File: config.mk
export PLATFORM = sky130hd
export DESIGN_NAME = branch_resolve_queue
export DESIGN_NICKNAME = d
export VERILOG_FILES = /design/src/rtl/branch_resolve_queue_pkg.sv /design/src/rtl/bpq_fifo.sv /design/src/rtl/branch_resolve_queue.sv
export SDC_FILE = /design/constraint.sdc
export NUM_CORES = 1
export LEC_CHECK = 0
export CAP_MARGIN = 25
export CORE_MARGIN = 2
export CORE_UTILIZATION = 45
export DETAILED_ROUTE_END_ITERATION = 16
export GPL_ROUTABILITY_DRIVEN = 0
export HOLD_SLACK_MARGIN = 0.02
export MAX_ROUTING_LAYER = met4
export PLACE_DENSITY = 0.74
export SYNTH_ARGS = -nofsm -noshare
export SYNTH_HDL_FRONTEND = slang
export SYNTH_SLANG_ARGS = --single-unit
File: constraint.sdc
create_clock -name clk -period 2.8 [get_ports clk]
set_clock_uncertainty 0.15 [all_clocks]
set_input_delay 0.42 -clock clk [delete_from_list [all_inputs] [get_ports clk]]
set_output_delay 0.42 -clock clk [all_outputs]
set_load 0.02 [all_outputs]
File: src/rtl/branch_resolve_queue_pkg.sv
// branch_resolve_queue_pkg: shared types and defaults for the branch predictor
// and its resolve queue.
package branch_resolve_queue_pkg;

    typedef enum logic [1:0] {
        ST_STRONG_NT = 2'b00,
        ST_WEAK_NT   = 2'b01,
        ST_WEAK_T    = 2'b10,
        ST_STRONG_T  = 2'b11
    } bp_state_e;

    localparam int BRQ_DEPTH = 4;
    localparam int BRQ_CNT_W = 16;

    function automatic int ptr_w(input int depth);
        return (depth > 1) ? $clog2(depth) : 1;
    endfunction

endpackage

File: src/rtl/bpq_fifo.sv
// bpq_fifo: circular buffer of predicted directions with a separate occupancy
// count and a single-cycle flush that discards every entry.
module bpq_fifo
    import branch_resolve_queue_pkg::*;
#(
    parameter int DEPTH = BRQ_DEPTH
) (
    input  logic                   clk,
    input  logic                   rst_n,
    input  logic                   i_push,
    input  logic                   i_din,
    input  logic                   i_pop,
    input  logic                   i_flush,
    output logic                   o_dout,
    output logic [ptr_w(DEPTH):0]  o_count,
    output logic                   o_full,
    output logic                   o_empty
);

    localparam int PW = ptr_w(DEPTH);
    localparam int CW = PW + 1;

    logic          r_mem [DEPTH];
    logic [PW-1:0] r_wr_ptr;
    logic [PW-1:0] r_rd_ptr;
    logic [CW-1:0] r_count;

    always_ff @(posedge clk) begin
        if (i_push && !i_flush) r_mem[r_wr_ptr] <= i_din;
    end

    // Flush collapses the write pointer onto the read pointer.
    always_ff @(posedge clk or negedge rst_n) begin
        if (!rst_n) begin
            r_wr_ptr <= '0;
            r_rd_ptr <= '0;
            r_count  <= '0;
        end else if (i_flush) begin
            r_wr_ptr <= r_rd_ptr;
            r_count  <= '0;
        end else begin
            if (i_push) r_wr_ptr <= r_wr_ptr + PW'(1);
            if (i_pop)  r_rd_ptr <= r_rd_ptr + PW'(1);
            r_count <= r_count + CW'(i_push) - CW'(i_pop);
        end
    end

    assign o_dout  = r_mem[r_rd_ptr];
    assign o_count = r_count;
    assign o_full  = (r_count == CW'(DEPTH));
    assign o_empty = (r_count == '0);

endmodule

File: src/rtl/branch_resolve_queue.sv
// branch_resolve_queue: matches queued predictions against execute outcomes,
// trains the predictor, flushes wrong-path entries and keeps statistics.
module branch_resolve_queue
    import branch_resolve_queue_pkg::*;
#(
    parameter int DEPTH = BRQ_DEPTH,
    parameter int CNT_W = BRQ_CNT_W
) (
    input  logic                   clk,
    input  logic                   rst_n,
    input  logic                   i_pred_valid,
    input  logic                   i_pred_taken,
    input  logic                   i_res_valid,
    input  logic                   i_res_taken,
    input  logic                   i_clr_stats,
    output logic                   o_upd_valid,
    output logic                   o_upd_taken,
    output logic                   o_mispredict,
    output logic [ptr_w(DEPTH):0]  o_count,
    output logic                   o_full,
    output logic                   o_empty,
    output logic [CNT_W-1:0]       o_hit_cnt,
    output logic [CNT_W-1:0]       o_miss_cnt,
    output logic                   o_err_overflow,
    output logic                   o_err_underflow
);

    logic             w_head;
    logic             w_full;
    logic             w_empty;
    logic             w_res;
    logic             w_hit;
    logic             w_miss;
    logic             w_push;
    logic             w_ovf;
    logic             w_udf;
    logic             r_upd_valid;
    logic             r_upd_taken;
    logic             r_mispredict;
    logic [CNT_W-1:0] r_hit_cnt;
    logic [CNT_W-1:0] r_miss_cnt;
    logic             r_err_ovf;
    logic             r_err_udf;

    assign w_res  = i_res_valid && !w_empty;
    assign w_hit  = w_res && (w_head == i_res_taken);
    assign w_miss = w_res && !w_hit;
    // A hit frees the head slot this cycle; a miss makes any same-cycle push wrong-path.
    assign w_push = i_pred_valid && !w_miss && (!w_full || w_hit);
    assign w_ovf  = i_pred_valid && w_full && !w_res;
    assign w_udf  = i_res_valid && w_empty;

    bpq_fifo #(.DEPTH(DEPTH)) u_fifo (
        .clk     (clk),
        .rst_n   (rst_n),
        .i_push  (w_push),
        .i_din   (i_pred_taken),
        .i_pop   (w_hit),
        .i_flush (w_miss),
        .o_dout  (w_head),
        .o_count (o_count),
        .o_full  (w_full),
        .o_empty (w_empty)
    );

    always_ff @(posedge clk or negedge rst_n) begin
        if (!rst_n) begin
            r_upd_valid  <= 1'b0;
            r_upd_taken  <= 1'b0;
            r_mispredict <= 1'b0;
            r_hit_cnt    <= '0;
            r_miss_cnt   <= '0;
            r_err_ovf    <= 1'b0;
            r_err_udf    <= 1'b0;
        end else begin
            r_upd_valid  <= w_res;
            r_upd_taken  <= w_res && i_res_taken;
            r_mispredict <= w_miss;
            r_hit_cnt    <= i_clr_stats ? '0 :
                            (w_hit && !(&r_hit_cnt)) ? r_hit_cnt + CNT_W'(1) : r_hit_cnt;
            r_miss_cnt   <= i_clr_stats ? '0 :
                            (w_miss && !(&r_miss_cnt)) ? r_miss_cnt + CNT_W'(1) : r_miss_cnt;
            r_err_ovf    <= !i_clr_stats && (r_err_ovf || w_ovf);
            r_err_udf    <= !i_clr_stats && (r_err_udf || w_udf);
        end
    end

    assign o_upd_valid     = r_upd_valid;
    assign o_upd_taken     = r_upd_taken;
    assign o_mispredict    = r_mispredict;
    assign o_full          = w_full;
    assign o_empty         = w_empty;
    assign o_hit_cnt       = r_hit_cnt;
    assign o_miss_cnt      = r_miss_cnt;
    assign o_err_overflow  = r_err_ovf;
    assign o_err_underflow = r_err_udf;

endmodule

==> flow_summary.json <==
{
  "setup_viol": 0,
  "rows": 27,
  "wl_per_cell_um": 13.9,
  "initial_core_util_pct": 46.4,
  "postCtsSetupBuffers": 0,
  "dp_cells": 374,
  "layout_min_cycle_time_ps": 2650,
  "die_area_um2": 6290,
  "hold_slack_ps": 376,
  "io_buffers": 48,
  "pre_cts_ws_ps": 92.9,
  "synth_top_family_by_area": "simple AND/OR/NAND/NOR gates",
  "core-area_um2": 5510,
  "slowest_stage": "mux4_2",
  "wirelength_um": 5340,
  "fin_ws_ps": 151,
  "critPathCaptureType": "flop",
  "syn_inst": 254,
  "track_usage_pct": 19.5,
  "antenna_found_initial": 0,
  "ys_warn_count": 0,
  "antenna_left": 0,
  "dp_hpwl_um": 3790,
  "ys_ff_latch": 48,
  "tns_ps": 0,
  "grt_setup_unrepaired": "no",
  "drc_errors": 0,
  "crit_path_max_fanout": 4,
  "cap_violations": 0,
  "grt_pass1_vias": 2016,
  "htreeDepth": 2,
  "yosys.area_share.xor_xnor_pct": 11.7,
  "worst-r2r-setup-slack_ps": 150,
  "cts_buffers": 5,
  "slew_violations": 0,
  "grt_start_max_net_pins": 45,
  "synth-seq-area-share_pct": 47.8,
  "vias": 2001,
  "r2r-start": "u_fifo.r_rd_ptr[0]",
  "fmax_ghz": 0.378,
  "syn_nets": 269,
  "clk_transition_reported_paths_ps": 80,
  "ir_drop_v": 0.000411,
  "max_stage_delay_ps": 590,
  "hold_class": "flop to flop",
  "dieWidth_um": 79.3,
  "r2r_cells": 10,
  "area_delta_synth_final_pct": 28.9,
  "p_leak_nw": 1.31,
  "start_kind": "flop",
  "avgSynthCellArea_um2": 10.0,
  "clk_latency_ps": 300,
  "tightest_slew_ps": 826,
  "final-hold-violation-count": 0,
  "ios": 49,
  "synth_fa_ha_area_share_pct": 4.22,
  "synth.mux.area_fraction_pct": 2.50,
  "async_reset_ff_share_pct": 91.7,
  "yosys-top-cells-count": "dfrtp_1, nor2_1, xnor2_1, nand3_1, nand2_1",
  "synth_compound_area_share_pct": 4.31,
  "first_iter_violations": 71,
  "finalCritPeriodShare_pct": 94.6,
  "final_util_pct": 59.8,
  "cp.required_ps": 2830,
  "netlist_area_um2": 2550,
  "synth-edff-count": 4,
  "cts_tree": "done",
  "cts.sinks": 48,
  "clockBufferDepth": 2,
  "crit_chain": "mux4_2 -> xnor2_4 -> nand2_1 -> o22ai_1 -> ha_1 -> inv_1 -> fa_1 -> xor2_1 -> xnor2_1 -> nor2_1",
  "grt_pass1_wl_um": 9380,
  "cts-root-buf": "clkbuf_8",
  "drive_gt1_share_pct": 9.29,
  "die_y_um": 79.3,
  "dr.pass1.iters": 4,
  "criticalPathCategory": "flop to flop",
  "relSlewSlack_pct": 44.3,
  "yosys.area_share.simple_pct": 26.0,
  "diodes": 0,
  "synth.largest_area_cell": "dfrtp_1",
  "synth.top_cells.by_area": "dfrtp_1, xnor2_1, nor2_1",
  "endpoint": "u_fifo.o_count[2]",
  "avgViaCountPerCell": 5.21,
  "setup.worst_path.start": "u_fifo.r_rd_ptr[0]",
  "r2r_end": "u_fifo.o_count[2]",
  "gr-total-overflow": 0,
  "arrival_ps": 2680,
  "fin_cells": 384,
  "ys_types": 40,
  "status": "completed",
  "fin_nets": 326,
  "pwr_density_cell_nw_per_um2": 686,
  "yosysMostFrequentCell": "dfrtp_1",
  "synth_top_flop_cell": "dfrtp_1",
  "synth_top_area_share_pct": 43.1
}
what timing repair did:
| action | 4_1_cts | 5_1_grt |
|---|---|---|
| hold buffers | 0 | 1 |
| endpoints found under the setup margin | 0 | 1 |
| endpoints found under the hold margin | 0 | 21 |
| resized for setup | 0 | 1 |
report_power, final:
part	switching [mW]	internal, mW	total, mW
clock network	0.227	0.265	0.492
registers	0.103	0.805	0.908
logic	0.467	0.389	0.856
state kept, by name, summed over array words and instances (netlist names):
signal,count
o_upd_taken,1
o_err_overflow,1
u_fifo.r_mem,4
u_fifo.r_rd_ptr,2
o_hit_cnt,16
u_fifo.o_count,3
o_upd_valid,1
o_mispredict,1
u_fifo.r_wr_ptr,2
o_err_underflow,1
o_miss_cnt,16
cell families after synthesis:
group           after synthesis
compound gates               17
xor+xnor                     32
fa+ha+maj                     8
buf+inv                      19
flops                        48
mux                           5
simple gates                125
final cells by class:
type / count / area [um2]
clock buffer: 6 / 72.6
clock inverter: 2 / 35.0
fill: 480 / 2220
inverter: 9 / 33.8
multi-input combinational: 187 / 1250
sequential: 48 / 1220
tap: 72 / 90.1
timing repair buffer: 60 / 588
how the worst min path moves through the flow:
stage                        from            endpoint  slack [ps]  cells after the start
4_1_cts                     rst_n       o_hit_cnt[13]         170                      1
6_report       u_fifo.r_rd_ptr[0]  u_fifo.r_rd_ptr[0]         380                      1
5_1_grt            o_err_overflow      o_err_overflow         420                      2
3_5_place_dp      o_err_underflow     o_err_underflow         350                      2
3_3_place_gp      o_err_underflow     o_err_underflow         350                      2
2_1_floorplan               rst_n      o_err_overflow         -30                      0
metal layers:
metal	vias to the layer above	share of wire, %	track usage (%)
li1	996	-	-
met1	953	46	25.7
met2	45	49	30.5
met3	7	3.1	2.50
met4	0	1.9	8.28
met5	-	0	-
critical path, delay by kind of cell, from the launching register on:
| family | cells | cell delay, ps |
|---|---|---|
| AO/OA/AOI/OAI | 1 | 170 |
| XOR/XNOR | 3 | 480 |
| adder cells (fa/ha/maj) | 2 | 530 |
| buffers and inverters | 1 | 50 |
| flip-flops | 1 | 410 |
| multiplexers | 1 | 590 |
| AND/OR/NAND/NOR | 2 | 160 |
layout by cell type, fill, tap and decap left out, types with 8 or more instances in the layout:
master,n
nor4_1,11
dfrtp_1,43
nand2_1,13
nand4_1,10
xnor2_1,26
and2_1,8
inv_1,9
nand3_1,15
clkdlybuf4s50_1,47
buf_4,10
nor2_1,40
metrics by stage:
stage	power [mW]	cell area, um2
finish	2.26	3290
floorplan	1.48	2560
global route	2.42	3290
CTS	2.28	3250
global placement	1.77	3140
detailed placement	1.78	3140
Power figures use the tool's default switching activity.
